$ cat src/rtl/multicycle_controller_pkg.sv
// Shared types and encodings for the multicycle controller: FSM states, opcodes,
// mux-select encodings, the one-hot instruction class and the ALU op-code helper.
package multicycle_controller_pkg;

  typedef logic [2:0] state_t;

  localparam state_t ST_FETCH     = 3'd0;
  localparam state_t ST_DECODE    = 3'd1;
  localparam state_t ST_EXECUTE   = 3'd2;
  localparam state_t ST_MEM       = 3'd3;
  localparam state_t ST_WRITEBACK = 3'd4;
  localparam state_t ST_MULWAIT   = 3'd5;
  localparam state_t ST_FAULT     = 3'd6;

  localparam logic [6:0] OP_R      = 7'b0110011;
  localparam logic [6:0] OP_I      = 7'b0010011;
  localparam logic [6:0] OP_LOAD   = 7'b0000011;
  localparam logic [6:0] OP_STORE  = 7'b0100011;
  localparam logic [6:0] OP_BRANCH = 7'b1100011;
  localparam logic [6:0] OP_JAL    = 7'b1101111;
  localparam logic [6:0] OP_JALR   = 7'b1100111;
  localparam logic [6:0] OP_LUI    = 7'b0110111;
  localparam logic [6:0] OP_AUIPC  = 7'b0010111;
  localparam logic [6:0] F7_MUL    = 7'b0000001;

  localparam logic [2:0] IMM_I = 3'd0;
  localparam logic [2:0] IMM_S = 3'd1;
  localparam logic [2:0] IMM_B = 3'd2;
  localparam logic [2:0] IMM_U = 3'd3;
  localparam logic [2:0] IMM_J = 3'd4;

  localparam logic [1:0] RD_ALU = 2'd0;
  localparam logic [1:0] RD_MEM = 2'd1;
  localparam logic [1:0] RD_PC4 = 2'd2;

  localparam logic [1:0] RS1_REG  = 2'd0;
  localparam logic [1:0] RS1_PC   = 2'd1;
  localparam logic [1:0] RS1_ZERO = 2'd2;

  localparam logic [1:0] PC_PLUS4 = 2'd0;
  localparam logic [1:0] PC_IMM   = 2'd1;
  localparam logic [1:0] PC_ALU   = 2'd2;

  typedef struct packed {
    logic r;
    logic i;
    logic load;
    logic store;
    logic branch;
    logic jal;
    logic jalr;
    logic lui;
    logic auipc;
    logic mul;
  } cls_t;

  // inst[30] only selects SUB/SRA; for I-type it is meaningful only on shifts-right.
  function automatic logic [3:0] alu_code(input cls_t c, input logic [2:0] f3, input logic b30);
    if (c.r)      return {b30, f3};
    if (c.i)      return {(f3 == 3'b101) & b30, f3};
    if (c.branch) return {1'b1, f3};
    return 4'b0000;
  endfunction

endpackage

$ cat src/rtl/multicycle_controller_inst_classifier.sv
// Combinational opcode/funct decode to a one-hot class; all-zero means illegal.
// MUL_EN enables the funct7=0000001 R-type encoding as class mul.
module inst_classifier
  import multicycle_controller_pkg::*;
(
  input  logic [6:0] i_opcode,
  input  logic [2:0] i_funct3,
  input  logic [6:0] i_funct7,
  output cls_t       o_cls
);

  logic w_mul_enc;
  assign w_mul_enc = (i_funct7 == F7_MUL);

  always_comb begin
    o_cls        = '0;
    o_cls.r      = (i_opcode == OP_R) && !w_mul_enc;
    o_cls.i      = (i_opcode == OP_I);
    o_cls.load   = (i_opcode == OP_LOAD);
    o_cls.store  = (i_opcode == OP_STORE);
    o_cls.branch = (i_opcode == OP_BRANCH) && (i_funct3[2:1] != 2'b01);
    o_cls.jal    = (i_opcode == OP_JAL);
    o_cls.jalr   = (i_opcode == OP_JALR) && (i_funct3 == 3'b000);
    o_cls.lui    = (i_opcode == OP_LUI);
    o_cls.auipc  = (i_opcode == OP_AUIPC);
`ifdef MUL_EN
    o_cls.mul    = (i_opcode == OP_R) && w_mul_enc;
`endif
  end

endmodule

$ cat src/rtl/multicycle_controller.sv
// Moore multicycle controller; ALU op = 4 cycles at zero-wait memory, FETCH/MEM stall on mem_ack
// with a MEM_TIMEOUT fault. Optional macro MUL_EN adds the mul class and MULWAIT state.
module multicycle_controller
  import multicycle_controller_pkg::*;
#(
  parameter int MEM_TIMEOUT = 16,
  parameter int ALU_CTRL_W  = 4
) (
  input  logic                  i_clk,
  input  logic                  i_rst_n,
  input  logic [31:0]           i_inst,
  input  logic                  i_mem_ack,
  input  logic                  i_br_taken,
  input  logic                  i_mul_done,
  output logic                  o_mem_req,
  output logic                  o_mem_we,
  output logic                  o_mem_sel,
  output logic                  o_ir_write,
  output logic                  o_pc_write,
  output logic                  o_reg_write,
  output logic [1:0]            o_pc_sel,
  output logic [ALU_CTRL_W-1:0] o_alu_controller,
  output logic [2:0]            o_imme_sel,
  output logic [1:0]            o_rd_sel,
  output logic [1:0]            o_rs1_sel,
  output logic                  o_mul_start,
  output logic                  o_fault
);

  localparam int CNT_W = (MEM_TIMEOUT > 1) ? $clog2(MEM_TIMEOUT) : 1;
  localparam logic [CNT_W-1:0] CNT_LAST = CNT_W'(MEM_TIMEOUT - 1);

  state_t           r_state, w_next;
  logic [CNT_W-1:0] r_cnt;
  cls_t             r_cls, w_cls;
  logic [2:0]       r_funct3;
  logic             r_bit30;
  logic             w_fetch, w_exec, w_mem, w_wb, w_cnt_last, w_unused;
  logic [1:0]       w_pc_sel, w_rd_sel, w_rs1_sel;
  logic [2:0]       w_imme_sel;

  inst_classifier u_inst_classifier (
    .i_opcode (i_inst[6:0]),
    .i_funct3 (i_inst[14:12]),
    .i_funct7 (i_inst[31:25]),
    .o_cls    (w_cls)
  );

  assign w_fetch    = (r_state == ST_FETCH);
  assign w_exec     = (r_state == ST_EXECUTE);
  assign w_mem      = (r_state == ST_MEM);
  assign w_wb       = (r_state == ST_WRITEBACK);
  assign w_cnt_last = (r_cnt == CNT_LAST);

`ifdef MUL_EN
  assign w_unused = ^{i_inst[24:15], i_inst[11:7]};
`else
  assign w_unused = ^{i_inst[24:15], i_inst[11:7], i_mul_done};
`endif

  always_comb begin
    w_next = r_state;
    case (r_state)
      ST_FETCH:     if (i_mem_ack) w_next = ST_DECODE;
                    else if (w_cnt_last) w_next = ST_FAULT;
      ST_DECODE:    w_next = (w_cls == '0) ? ST_FAULT : ST_EXECUTE;
      ST_EXECUTE:   if (r_cls.load || r_cls.store) w_next = ST_MEM;
                    else if (r_cls.branch) w_next = ST_FETCH;
                    else if (r_cls.mul) w_next = ST_MULWAIT;
                    else w_next = ST_WRITEBACK;
      ST_MEM:       if (i_mem_ack) w_next = r_cls.load ? ST_WRITEBACK : ST_FETCH;
                    else if (w_cnt_last) w_next = ST_FAULT;
      ST_WRITEBACK: w_next = ST_FETCH;
`ifdef MUL_EN
      ST_MULWAIT:   if (i_mul_done) w_next = ST_WRITEBACK;
`else
      ST_MULWAIT:   w_next = ST_FAULT;
`endif
      default:      w_next = ST_FAULT;
    endcase
  end

  // Any state change restarts the wait counter, so it only runs while stalled in FETCH/MEM.
  always_ff @(posedge i_clk or negedge i_rst_n) begin
    if (!i_rst_n) begin
      r_state  <= ST_FETCH;
      r_cnt    <= '0;
      r_cls    <= '0;
      r_funct3 <= '0;
      r_bit30  <= 1'b0;
    end else begin
      r_state <= w_next;
      if (r_state != w_next)     r_cnt <= '0;
      else if (w_fetch || w_mem) r_cnt <= r_cnt + CNT_W'(1);
      if (r_state == ST_DECODE) begin
        r_cls    <= w_cls;
        r_funct3 <= i_inst[14:12];
        r_bit30  <= i_inst[30];
      end
    end
  end

  always_comb begin
    w_pc_sel = PC_PLUS4;
    if (w_exec && r_cls.branch)  w_pc_sel = PC_IMM;
    else if (w_wb && r_cls.jal)  w_pc_sel = PC_IMM;
    else if (w_wb && r_cls.jalr) w_pc_sel = PC_ALU;

    w_rd_sel = RD_ALU;
    if (r_cls.jal || r_cls.jalr) w_rd_sel = RD_PC4;
    else if (r_cls.load)         w_rd_sel = RD_MEM;

    w_rs1_sel = RS1_REG;
    if (r_cls.auipc || r_cls.jal || r_cls.branch) w_rs1_sel = RS1_PC;
    else if (r_cls.lui)                           w_rs1_sel = RS1_ZERO;

    w_imme_sel = IMM_I;
    if (r_cls.store)                  w_imme_sel = IMM_S;
    else if (r_cls.branch)            w_imme_sel = IMM_B;
    else if (r_cls.lui || r_cls.auipc) w_imme_sel = IMM_U;
    else if (r_cls.jal)               w_imme_sel = IMM_J;
  end

  // Gating with rst_n drops the FETCH request the instant reset asserts.
  assign o_mem_req        = i_rst_n & (w_fetch | w_mem);
  assign o_mem_sel        = i_rst_n & w_mem;
  assign o_mem_we         = i_rst_n & w_mem & r_cls.store;
  assign o_ir_write       = i_rst_n & w_fetch & i_mem_ack;
  assign o_pc_write       = i_rst_n & ((w_exec & r_cls.branch & i_br_taken)
                                     | (w_mem & r_cls.store & i_mem_ack) | w_wb);
  assign o_reg_write      = i_rst_n & w_wb;
  assign o_fault          = i_rst_n & (r_state == ST_FAULT);
`ifdef MUL_EN
  assign o_mul_start      = i_rst_n & w_exec & r_cls.mul;
`else
  assign o_mul_start      = 1'b0;
`endif
  assign o_pc_sel         = i_rst_n ? w_pc_sel   : '0;
  assign o_rd_sel         = i_rst_n ? w_rd_sel   : '0;
  assign o_rs1_sel        = i_rst_n ? w_rs1_sel  : '0;
  assign o_imme_sel       = i_rst_n ? w_imme_sel : '0;
  assign o_alu_controller = i_rst_n ? ALU_CTRL_W'(alu_code(r_cls, r_funct3, r_bit30)) : '0;

endmodule

$ cat config.mk
export PLATFORM = sky130hd
export DESIGN_NAME = multicycle_controller
export DESIGN_NICKNAME = d
export VERILOG_FILES = /design/src/rtl/multicycle_controller_pkg.sv /design/src/rtl/multicycle_controller_inst_classifier.sv /design/src/rtl/multicycle_controller.sv
export SDC_FILE = /design/constraint.sdc
export NUM_CORES = 1
export LEC_CHECK = 0
export ABC_AREA = 1
export CAP_MARGIN = 20
export CORE_UTILIZATION = 46
export CTS_CLUSTER_SIZE = 20
export DETAILED_ROUTE_END_ITERATION = 10
export MAX_ROUTING_LAYER = met4
export PLACE_DENSITY_LB_ADDON = 0.3
export SYNTH_ARGS = -nofsm -noshare
export SYNTH_HDL_FRONTEND = slang
export SYNTH_SLANG_ARGS = --single-unit
$ cat constraint.sdc
create_clock -name i_clk -period 4.32 [get_ports i_clk]
set_input_delay 0.648 -clock i_clk [delete_from_list [all_inputs] [get_ports i_clk]]
set_output_delay 0.648 -clock i_clk [all_outputs]
set_load 0.05 [all_outputs]
# Word level (Yosys, flattened, before mapping)
# Index checks and enable logic that the tools add are counted.
# totals
input_bits	37
out_inout_bits	21
ff_bits	20
elab_cells	104
# classes
bitwise_logic	16
mux	38
n_addsub	1
n_eq_ne	19
n_reduce_logical	17
# ops
cell	count
$mux 3	12
$mux 4	9
$eq 7x6->1 const B	3
$eq 7x7->1 const B	3
$mux 2	9
$pmux 3 s5	1
$eq 7x5->1 const B	2
$and 1x1->1	13
$logic_not 10->1	1
$eq 3x3->1 const B	3
$eq 7x1->1 const B	1
$eq 7x2->1 const B	1
$mux 1	7
$eq 3x2->1 const B	2
$logic_and 1x1->1	6
$logic_not 3->1	2
$logic_or 1x1->1	6
$add 4x1->4 const B	1
$eq 4x4->1 const B	1
$eq 3x1->1 const B	1
$ne 3x3->1	1
$or 1x1->1	3
$ne 2x1->1 const B	1
$reduce_bool 2->1	1
$logic_not 1->1	1

# Logic depth before layout (Yosys ltp)
# Gate-level depths: netlist of run 1.
# depth
word_depth	8
ltp_mapped	12

# Modules after synthesis
# A second synthesis of run 1 with hierarchy kept.
# unflattened
cells_unflattened	220
hier_area_um2	1458.9
# modules_own_cells
mod	area_per_inst_um2	cells_each	instances	seq_area_each_um2
multicycle_controller	1252.5	175	1	525.5
inst_classifier	206.4	45	1	0.0

# Worst setup path after synthesis of run 1
# Ideal clock, no wire load.
# synth_timing
kind	input -> output
startpoint	input port i_rst_n
endpoint	output port o_fault
t_arrival_ns	2.178
setup_slack_ns	1.494
path_stages	2
path_buffers	0
path_cell_list	inv_1 -> nor4_1
# synth_via
elab_chain_cells	1
# synth_rtl
element	line_no	text
start: declaration	multicycle_controller.sv:10	input logic i_rst_n,
$and 1x1->1	multicycle_controller.sv:132	assign o_fault = i_rst_n & (r_state == ST_FAULT);
end: declaration	multicycle_controller.sv:27	output logic o_fault
# No other way between the ends.

# Worst setup path in the final report of run 1
# layout_timing
startpoint	input port i_rst_n
endpoint	output port o_pc_sel[1]
# layout_via
elab_chain_cells	1
# layout_rtl
element	line_no	text
$mux 2	multicycle_controller.sv:138	assign o_pc_sel = i_rst_n ? w_pc_sel : '0;
end: declaration	multicycle_controller.sv:21	output logic [1:0] o_pc_sel,
# No other way between the ends.

==> key figures, run 1 <==
Status
  – Status: completed

Global routing
  – Global-route wire length before repair: 5470 um
  – Number of global-route vias before repair: 1320
  – Global Route Usage Sum: 0.221
  – Largest net degree at the start of global routing: 18
  – Remaining global-route overflow: 0
  – Initial antenna violation count: 0

Worst setup path
  – Crit path launch type: input pin
  – CP Cell Sequence: clkdlybuf4s50_1 > inv_1 > nor3_1 > clkdlybuf4s50_1
  – Crit-path slowest cell: clkdlybuf4s50_1
  – Worst Setup End Kind: output port
  – Most frequent CP cell: clkdlybuf4s50_1
  – Crit-path leading delay family: buffers and inverters
  – CP arrival: 2.75 ns
  – CP Buf/Inv Count: 3
  – Req. time, crit path: 3.67 ns
  – Crit-path max FO: 16
  – Setup slack, reg-to-reg: around 2.6 ns
  – Worst Setup Path Type: input pin to output port
  – Crit-path max cell delay: slightly above 0.8 ns

Floorplan
  – Std cell rows: 19
  – Initial Util: 0.492
  – Total die area: 3200 um^2
  – Die H: 56.6 um
  – Core ar.: between 2000 and 3000 um^2
  – DIE WIDTH: around 57 um
  – Top Ports: 58

Placement
  – Pre-CTS setup slack: slightly below 0.9 ns
  – RD Place Congestion: ~0.9
  – Port Buffer Count: 40
  – DP HPWL: approximately 2500 um

Clock tree
  – Worst-skew pair later-pin latency: slightly above 0.3 ns
  – Clk buf depth: 2
  – CTS sink cnt: 20
  – CTS Hold Bufs: 0
  – CTS root buf: clkbuf_4
  – # Post-CTS Setup Buffers: 0
  – Worst-path clk slew: 0.12 ns
  – Post-CTS sizing: 0
  – Total CTS buffers: 3
  – H-tree lvl count: 1
  – CTS tree: done

Drt
  – TritonRoute pass-1 iters: 4
  – Via count: about 1400
  – DR WL/cell: about 12 um
  – First-iteration detailed-routing DRC count: 45
  – Overall routed net length: around 3100 um
  – Via/cell ratio: ~5.3
  – Post-route DRC: 0
  – Remaining antenna violation count: 0

Yosys
  – Yosys warnings: 0
  – Top post-synthesis cells by area: dfrtp_1 (37%), nand2_1 (12%), nor2_1 (9.0%), inv_1 (5.2%), nand3_1 (5.1%)
  – Synth Flop Type: dfrtp_1
  – Library cells used by synthesis: 36
  – Net Count, Synth: 231
  – Synth Area in XOR/XNOR: 0.0192
  – Largest area contributor in the netlist: dfrtp_1
  – Cells after synthesis: 193
  – Mean area per synthesized cell: a little over 7 um^2
  – Yosys top cell area share: 0.366
  – Sequential fraction of the synthesis area: 0.366
  – Post-Synth Simple-Gate Area: 0.399
  – Yosys reg bits: 20
  – Post-synthesis compound-gate area fraction: 0.112
  – Asr flop ratio synth: 1.00
  – Post-synth EDFFs: 0
  – Main combinational cell family by area after synthesis: simple AND/OR/NAND/NOR gates
  – Syn Std Cell Area: between 1000 and 1500 um^2
  – Synthesized-area fraction occupied by adder cells: 0.00914
  – Mux cell area share after synthesis: 0.00823

STA
  – Tmin final: between 3 and 4 ns
  – Max_slew headroom: 0.662
  – Worst setup margin: about 0.9 ns
  – Setup TNS: 0 ns
  – Tcrit/Tclk final: 0.787
  – Final Hold Viols: 0
  – RSZ-0062 raised after global routing: no
  – Final Slew Violations: 0
  – Fmax: between 0.2 and 0.3 GHz
  – Final setup vio count: 0
  – Worst Clk Skew: between 0.003 and 0.004 ns
  – Slew @ Worst Pin: 0.505 ns

Final layout
  – Commonest cells after routing, fill and taps aside: nand2_1 (44), clkdlybuf4s50_1 (39), nor2_1 (33)
  – Most common cell after layout, fill and taps aside: nand2_1
  – Antenna Diode Count: 0
  – Layout area overhead: 34.6%
  – Nets: 273
  – Layout cells sized above 1: 0.103

Worst hold path
  – Hold WC Path Type: flop to flop

Power
  – Pwr/cell area: ~220 nW/um^2
  – Maximum vdd ir drop: roughly 0.00024 V
  – Leak Pwr: between 0.8 and 0.9 nW

Flow run
  – Max-Cap Viols: 0
==> report_power, final <==
group	internal (mW)	leakage, nW	switching [mW]	total [mW]
Clock	0.0939	0.0279	0.0633	0.157
Sequential	0.187	0.212	0.0000868	0.187
Combinational	0.0263	0.608	0.0332	0.0595
Total	0.307	0.848	0.0966	0.404
==> layer usage <==
metal	wire length [um]	vias up	global-route usage
met2	1560	34	0.376
met1	1390	644	0.269
met4	54	0	0.0592
met5	0	-	-
li1	-	716	-
met3	96	4	0.0415
==> Yosys cell counts (all sizes together) (2+ instances only) <==
cell and instances:
buf 2, clkbuf 3, o21ai 13, nand2 46
a31oi 2, nand3 18, a21oi 5, dfrtp 20
nor3 6, nor2 36, nor4 3, xor2 2
inv 23, nand4 2
==> cells by family (layout without fill, tap and decap cells) <==
family,count (synthesis),count (layout)
AO/OA/AOI/OAI,26,26
AND/OR/NAND/NOR,113,113
buffers and inverters,28,69
XOR/XNOR,3,3
other,1,1
adder cells (fa/ha/maj),1,1
multiplexers,1,1
flip-flops,20,20
==> through the flow <==
step | cell area (um^2) | utilization | instances | hold slack [ns] | power (mW)
floorplan | 1370 | - | 193 | 0.352 | 0.217
global placement | 1790 | 0.644 | 261 | 0.472 | 0.250
detailed placement | 1790 | 0.644 | 261 | 0.482 | 0.251
CTS | 1840 | 0.663 | 265 | 0.514 | 0.405
global route | 1840 | 0.663 | 265 | 0.533 | 0.418
finish | 1840 | 0.663 | 265 | 0.519 | 0.404
==> worst register-to-register path: stages (launching register included) <==
cell     delay [ns]
dfrtp_1        0.62
nand3_4        0.25
inv_2          0.22
nand2_1        0.11
nor2_1         0.09
nand2_1        0.07
nand3_1        0.08
nor2_2         0.05
nand3_2        0.10
nor2_1         0.06
==> path summary, 6_finish.rpt <==
path | to | startpoint | cells after the start
min in group asynchronous | r_cnt[0] | i_rst_n | 1
hold / removal | r_bit30 | r_bit30 | 2
setup / recovery | o_pc_sel[1] | i_rst_n | 4
max in group asynchronous | r_cnt[3] | i_rst_n | 2
hold reg to reg | r_bit30 | r_bit30 | 2
setup reg to reg | r_cnt[3] | r_state[0] | 9
==> sequential cells by signal (all words and copies together), names as in the netlist <==
| register | cells |
|---|---|
| r_state | 3 |
| r_bit30 | 1 |
| r_funct3 | 3 |
| r_cnt | 4 |
| r_cls | 9 |
==> final cells by class <==
class	instances	area, um^2
Sequential cell	20	500
Inverter	23	86.3
Tap cell	31	38.8
Timing Repair Buffer	42	413
Clock buffer	3	22.5
Multi-Input combinational cell	145	752
Fill cell	252	938
Clock inverter	1	30.0
Note: power is estimated with default switching activity, not from simulation.
==> run 2: changes to the inputs <==
--- a/config.mk
+++ b/config.mk
@@ -7,7 +7,7 @@
 export LEC_CHECK = 0
 export ABC_AREA = 1
 export CAP_MARGIN = 20
-export CORE_UTILIZATION = 46
+export CORE_UTILIZATION = 42
 export CTS_CLUSTER_SIZE = 20
 export DETAILED_ROUTE_END_ITERATION = 10
 export MAX_ROUTING_LAYER = met4
==> constraint.sdc (replaced) <==
create_clock -name i_clk -period 3.3 [get_ports i_clk]
set_input_delay 0.495 -clock i_clk [delete_from_list [all_inputs] [get_ports i_clk]]
set_output_delay 0.495 -clock i_clk [all_outputs]
set_load 0.05 [all_outputs]
==> run 2 against run 1 <==
Effect of this change: setup slack improved by 0.039 ns; largest power group unchanged; worst hold slack improved by 0.0041 ns; clock power down 6%; cell count up 4.5%; die area increased by 9.2%.
==> key figures, run 2 (synthesis results as in run 1) <==
Final layout
  – Nets: 272 (-0.37%)
  – Largest regs: r_cls (9), r_cnt (4)
  – Layout cells sized above 1: 0.180 (+0.0777)
  – Biggest register: r_cls
  – Commonest cells after routing, fill and taps aside: nand2_1 (44), nor2_1 (33), clkdlybuf4s50_1 (20), dfrtp_1 (20)
  – Max reg flops: 9 (unchanged)
  – Filler cell count: 274 (+8.7%)
  – Most common cell after layout, fill and taps aside: nand2_1
  – Layout area overhead: 48.0%
  – Antenna Diode Count: 0 (unchanged)

STA
  – Min Hold Slack: 0.523 ns (+0.00406 ns)
  – Final Slew Violations: 0 (unchanged)
  – Final setup vio count: 0 (unchanged)
  – Worst Clk Skew: 0.00881 ns (+0.00504 ns)
  – Tmin final: around 2.3 ns
  – RSZ-0062 raised after global routing: no
  – Final Hold Viols: 0 (unchanged)
  – Tcrit/Tclk final: 0.710
  – Setup TNS: 0 ns (unchanged)
  – Fmax: between 0.4 and 0.5 GHz
  – Worst setup margin: 0.959 ns (+0.0387 ns)

Worst hold path
  – Worst Hold Path EP: r_bit30
  – Hold WC Path Type: flop to flop
  – Worst hold start: r_bit30
  – Hold-critical path depth: 2 (unchanged)

Clock tree
  – Clk buf depth: 2 (unchanged)
  – Worst-path clk slew: 0.12 ns (about the same)
  – # Post-CTS Setup Buffers: 0 (unchanged)
  – CTS tree: done
  – Post-CTS sizing: 0 (unchanged)
  – Total CTS buffers: 3 (unchanged)
  – CTS root buf: clkbuf_4
  – CTS Hold Bufs: 0 (unchanged)
  – H-tree lvl count: 1 (unchanged)
  – Worst-skew pair later-pin latency: 0.31 ns (about the same)
  – CTS sink cnt: 20 (unchanged)

Drt
  – Overall routed net length: 3220 um (+3.8%)
  – Post-route DRC: 0 (unchanged)
  – DR WL/cell: 11.6 um (-0.69%)
  – Remaining antenna violation count: 0 (unchanged)
  – Via count: 1378 (-1.4%)
  – TritonRoute pass-1 iters: 4 (unchanged)
  – First-iteration detailed-routing DRC count: 66 (+47%)
  – Via/cell ratio: 4.97 (-5.7%)

Placement
  – RD Place Congestion: 0.868 (-3.8%)
  – DP HPWL: 2550 um (+1.6%)
  – Port Buffer Count: 40 (unchanged)
  – Pre-CTS setup slack: 0.944 ns (+0.0556 ns)

Power
  – Total power: 0.482 mW (+19%)
  – Pwr/cell area: 238 nW/um^2 (+8.6%)
  – Maximum vdd ir drop: 0.000130 V (-45%)
  – Leak Pwr: 0.932 nW (+10%)

Global routing
  – Routing usage on met2: 0.390 (+0.0131)
  – GR peak layer: met2
  – Initial antenna violation count: 0 (unchanged)
  – Remaining global-route overflow: 0 (unchanged)
  – Global-route wire length before repair: 5540 um (+1.3%)
  – Number of global-route vias before repair: 1333 (+0.98%)
  – Global Route Usage Sum: 0.221 (-0.000702)
  – GRT met1 Usage: 0.251 (-0.0180)
  – Largest net degree at the start of global routing: 23 (+5)
  – GR Util met3: 0.0240 (-0.0175)

Worst setup path
  – Crit path launch type: input pin
  – CP arrival: 1.85 ns (-0.90 ns)
  – Crit-path leading delay family: buffers and inverters
  – Crit-path max FO: 22 (+6)
  – Worst r2r dst: r_cnt[2]
  – CP Buf/Inv Count: 3 (unchanged)
  – Crit-path slowest cell: clkdlybuf4s50_1
  – Req. time, crit path: 2.80 ns (-0.87 ns)
  – Reg2reg start: r_state[0]
  – Setup slack, reg-to-reg: 1.58 ns (-1.00 ns)
  – Worst Setup End Kind: output port
  – Worst Setup Path Type: input pin to output port
  – Crit-path max cell delay: 0.48 ns (-0.35 ns)
  – Reg2Reg Depth: 9 (unchanged)
  – CP Cell Sequence: clkdlybuf4s50_1 > buf_4 > o31ai_1 > nor2_1 > buf_12

Status
  – Status: completed

Flow run
  – Max-Cap Viols: 0 (unchanged)

Floorplan
  – Initial Util: 0.445 (-0.0474)
  – Total die area: 3490 um^2 (+9.2%)
  – Core ar.: 3080 um^2 (+11%)
  – Std cell rows: 20 (+1)
  – Top Ports: 58 (unchanged)
  – DIE WIDTH: 59.1 um (+4.5%)
  – Die H: 59.1 um (+4.5%)
==> run 2: cell count changes in the layout (fill, tap and decap cells not counted) <==
| cell | delta |
|---|---|
| clkbuf_8 | +1 |
| buf_4 | -1 |
| bufinv_16 | -1 |
| buf_12 | +19 |
| clkdlybuf4s50_1 | -19 |
==> run 2: cell type report <==
| cell class | count | area (um^2) | area share |
|---|---|---|---|
| Multi-Input combinational cell | 145 | 752 | 0.371 |
| Tap cell | 44 | 55.1 | 0.0272 |
| Inverter | 23 | 86.3 | 0.0426 |
| Clock buffer | 4 | 36.3 | 0.0179 |
| Sequential cell | 20 | 500 | 0.247 |
| Timing Repair Buffer | 41 | 596 | 0.294 |
==> run 2: layer usage <==
metal  wire [um]  vias to the layer above
li1            -                      705
met1        1430                      634
met2        1630                       34
met3         102                        5
met4          57                        0
met5           0                        -
==> run 2: power by group <==
part           switching, mW  leakage, nW  internal (mW)
clock                 0.0805       0.0210         0.0675
sequential          0.000103        0.212          0.245
combinational         0.0458        0.700         0.0431
==> run 2: worst max path at each step <==
| stage | start | endpoint | slack [ns] | cells past startpoint |
|---|---|---|---|---|
| 2_1_floorplan | r_state[1] | o_fault | 0.72 | 2 |
| 4_1_cts | i_rst_n | o_alu_controller[1] | 0.94 | 5 |
| 5_1_grt | i_rst_n | o_alu_controller[1] | 0.86 | 5 |
| 3_5_place_dp | i_rst_n | o_alu_controller[1] | 0.94 | 5 |
| 3_3_place_gp | i_rst_n | o_fault | 0.97 | 4 |
| 6_report | i_rst_n | o_alu_controller[1] | 0.96 | 5 |
==> run 2: tightest hold or removal path, cell delays in order, from the launching register on <==
cell and delay, ns:
dfrtp_1 0.38, nand2_1 0.06, nand2_1 0.06
==> run 2: stage by stage <==
stage	std cells	cell area (um^2)	utilization
floorplan	193	1370	-
global placement	273	1990	0.646
detailed placement	273	1990	0.646
CTS	277	2030	0.658
global route	277	2030	0.658
finish	277	2030	0.658
==> edit 1: new RTL, settings of run 2 <==
Set the parameter `ALU_CTRL_W` to 6 (it was 4).
--- a/src/rtl/multicycle_controller.sv
+++ b/src/rtl/multicycle_controller.sv
@@ -6,3 +6,3 @@
   parameter int MEM_TIMEOUT = 16,
-  parameter int ALU_CTRL_W  = 4
+  parameter int ALU_CTRL_W  = 6
 ) (
Ports: changed (resized o_alu_controller); port bits go from 58 to 60. The function was not compared with the original's and may differ.
==> edit 1 against run 2 <==
Hold slack got worse by 0.017 ns; final area decreased by 0.31%; sequential cell count unchanged; total power decreased by 6.6%; wire length increased by 2.2%; synthesized area increased by 1.1%; synthesized cell count increased by 1.0%; setup slack got worse by 0.033 ns.
==> edit 1: results <==
export IMPL_crit_end="o_fault"
export IMPL_worst_slack_ns=0.926
export IMPL_yosys_area_share_adder_pct=0.904
export IMPL_track_usage_pct=22.2
export IMPL_drive_above_1_share_pct=17.5
export IMPL_stdcell_area_um2=2020
export IMPL_grt_pass1_vias=1300
export IMPL_wl_per_cell_um=11.8
export IMPL_synth_compound_area_share_pct=11.0
export IMPL_layout_cells_non_filler=278
export IMPL_first_iter_violations=109
export IMPL_yosys_area_share_xor_xnor_pct=1.90
export IMPL_ys_seq_area_share_pct=36.2
export IMPL_worstPathArrival_ns=1.88
export IMPL_whs_ns=0.506
export IMPL_place_congestion=0.884
export IMPL_synthMuxAreaShare_pct=0.814
export IMPL_ir_worst_vdd_uv=151
export IMPL_yosys_top_cells_area="dfrtp_1, nand2_1, nor2_1"
export IMPL_dp_cells=275
export IMPL_outcome="finished, final reports clean"
export IMPL_seqPwrFrac_pct=54.4
export IMPL_crit_reg2reg_capture="r_cnt[3]"
export IMPL_combPwrFrac_pct=21.0
export IMPL_dp_hpwl_um=2610
export IMPL_synthCells=195
export IMPL_p_leak_nw=0.931
export IMPL_finalClockSkew_ns=0.00297
export IMPL_final_net_count=274
export IMPL_p_total_mw=0.450
export IMPL_place_ws_ns=0.923
export IMPL_clk_latency_ns=0.29
## edit 1: cell count changes after synthesis
cell	run 2	this run
buf_4	1	3
## edit 1: layout make-up
class                           count  share of cell area (%)
Multi-Input combinational cell    147                    37.6
Clock buffer                        3                    1.12
Tap cell                           44                    2.73
Timing Repair Buffer               41                    29.5
Inverter                           23                    4.28
Sequential cell                    20                    24.8
## edit 1: cells by family (layout without fill, tap and decap cells)
family	Yosys count	after routing
multiplexers	1	1
flip-flops	20	20
AO/OA/AOI/OAI	26	26
AND/OR/NAND/NOR	113	113
adder cells (fa/ha/maj)	1	1
buffers and inverters	30	67
XOR/XNOR	3	3
other	1	3
## edit 1: routing by layer
layer,vias to the layer above,part of all wire [%],track usage (%)
met4,0,3.0,11.2
met1,650,45,28.0
li1,709,-,-
met5,-,0,-
met2,33,49,35.8
met3,8,2.4,1.53
## edit 1: worst max-delay path: stages
cell,delay [ns]
clkdlybuf4s50_1,0.48
inv_1,0.24
nor4_1,0.46
buf_12,0.20
==> edit 2: new RTL, flow settings as in run 2 <==
Without the edit above. Make the reset (`i_rst_n`) synchronous in one clocked block.
--- a/src/rtl/multicycle_controller.sv
+++ b/src/rtl/multicycle_controller.sv
@@ -83,3 +83,3 @@
   // Any state change restarts the wait counter, so it only runs while stalled in FETCH/MEM.
-  always_ff @(posedge i_clk or negedge i_rst_n) begin
+  always_ff @(posedge i_clk) begin
     if (!i_rst_n) begin
Function: no difference found for any inputs over 10 cycles, from zero or initial values and one cycle with i_rst_n low; that may be too few to reach the edited logic, so the function may still have changed.
==> edit 2 against run 2 <==
The run now ends with DRC left; wire length decreased by 7.5%; final area down 13%; critical path depth shrank 1; sequential cell count unchanged; setup slack got worse by 0.38 ns; core utilization fell by 2.8 points; synthesized area decreased by 7.4%; cell count is 2.5% higher; hold slack worse by 0.047 ns; critical path type unchanged; largest cell class unchanged; highest routed layer unchanged.
Power is not compared: it rests on default switching activity, and its combinational part moved more than twofold at a synthesized area within 25%.
==> edit 2: results <==
export IMPL_clockBufferDepth=2
export IMPL_dp_hpwl_um=2410
export IMPL_clk_pin_slew_worst_paths_ns=0.10
export IMPL_ir_worst_vdd_uv=242
export IMPL_first_iter_violations=50
export IMPL_yosys_top_cells_area="dfxtp_1, nand2_1, nor2_1"
export IMPL_antenna_found_initial=0
export IMPL_wl_per_cell_um=10.5
export IMPL_cts_htree_levels=1
export IMPL_route_vias_total=1438
export IMPL_startpoint="i_rst_n"
export IMPL_synth_nets=251
export IMPL_ys_seq_area_share_pct=31.6
export IMPL_reg_top3="r_cls: 9 flops, r_cnt: 4 flops"
export IMPL_track_usage_pct=20.8
export IMPL_violations="DRC"
export IMPL_synthFlopType="dfxtp_1"
export IMPL_cts_inserted_buffers=3
export IMPL_outcome="complete, but fails checks"
export IMPL_grt_max_degree=17
export IMPL_clk_latency_ns=0.29
export IMPL_reg2reg_from="r_state[2]"
export IMPL_crit_family="buffers and inverters"
export IMPL_async_flop_share_pct=0
export IMPL_final_net_count=293
export IMPL_hold_depth=2
export IMPL_grt_overflow=0
export IMPL_drcViolationCount=2
export IMPL_reg2reg_depth=10
export IMPL_grt_pass1_wl_um=5290
export IMPL_worst_path_max_fanout=11
export IMPL_cp_slowest_cell="clkdlybuf4s50_1"
export IMPL_hold_end="r_bit30"
export IMPL_critPathMaxStageDelay_ns=0.81
export IMPL_dr_pass1_iters=7
export IMPL_yosysWarnings=0
export IMPL_syn_avg_cell_area_um2=5.95
export IMPL_grt_pass1_vias=1251
export IMPL_ys_types=24
export IMPL_io_buffer_count=40
export IMPL_drive_above_1_share_pct=12.3
export IMPL_cts_resized_gates=0
export IMPL_n_antenna_cell=0
export IMPL_viasPerCell=5.06
export IMPL_r2r_setup_slack_ns=1.24
export IMPL_dp_cells=281
export IMPL_clockRootBuffer="clkbuf_4"
export IMPL_p_leak_nw=0.757
export IMPL_synthTopCellsByCount="nand2_1, nor2_1, inv_1"
export IMPL_finalClockSkew_ns=0.00665
export IMPL_hp_start="r_bit30"
export IMPL_postPlaceCellArea_um2=1740
export IMPL_cts_setup_buffers=0
export IMPL_hold_class="reg2reg"
export IMPL_crit_reg2reg_capture="r_cnt[0]"
export IMPL_worstPathArrival_ns=2.22
export IMPL_place_congestion=0.853
[edit 2: worst max path at each step]
stage                     slack [ns]  cells after the start             to
after CTS                       0.59                      4  o_imme_sel[2]
final                           0.58                      4  o_imme_sel[2]
after global placement          0.58                      4  o_imme_sel[2]
after detailed placement        0.59                      4  o_imme_sel[2]
after global routing            0.49                      5        o_fault
after floorplan                 0.58                      3    o_pc_sel[1]
[edit 2: final cells by class]
class | instances | area (um^2)
fillers | 267 | 1040
multi-input cells | 161 | 742
repair buffers | 43 | 465
flip-flops and latches | 20 | 400
inverters | 26 | 97.6
well taps | 31 | 38.8
clock buffers | 3 | 22.5
[edit 2: kinds of logic after synthesis]
kind of cell	count (synthesis)	share of synthesized area (%)
AO/OA/AOI/OAI	35	14.2
buffers and inverters	32	9.87
AND/OR/NAND/NOR	121	41.0
XOR/XNOR	3	2.07
adder cells (fa/ha/maj)	1	0.987
other	1	0.296
flip-flops	20	31.6
[edit 2: power breakdown]
group          switching, mW  total [mW]  internal, mW
clock                 0.0676       0.110        0.0423
sequential            0.0307       0.305         0.274
combinational          0.229       0.357         0.128
total                  0.328       0.772         0.444
[edit 2: metrics by stage]
step / hold WS, ns / utilization, % / setup slack [ns] / power (mW)
2_1_floorplan: 0.442 / - / 0.576 / 0.559
3_3_place_gp: 0.452 / 62.2 / 0.581 / 0.663
3_5_place_dp: 0.464 / 62.2 / 0.588 / 0.667
4_1_cts: 0.480 / 63.0 / 0.587 / 0.777
5_1_grt: 0.503 / 63.0 / 0.492 / 0.832
6_report: 0.476 / 63.0 / 0.580 / 0.772
[edit 2: routing by layer]
metal	share of wire (%)	track usage, %	up-vias
met5	0	-	-
met4	0.71	5.23	0
met3	4.6	2.72	2
met2	48	33.9	39
met1	46	27.2	629
li1	-	-	768
[edit 2: worst min-delay path, delay by kind of cell (launching register included)]
family,cells,cell delay (ns)
and+or+nand+nor,1,0.06
AOI/OAI and AO/OA,1,0.05
DFF,1,0.32
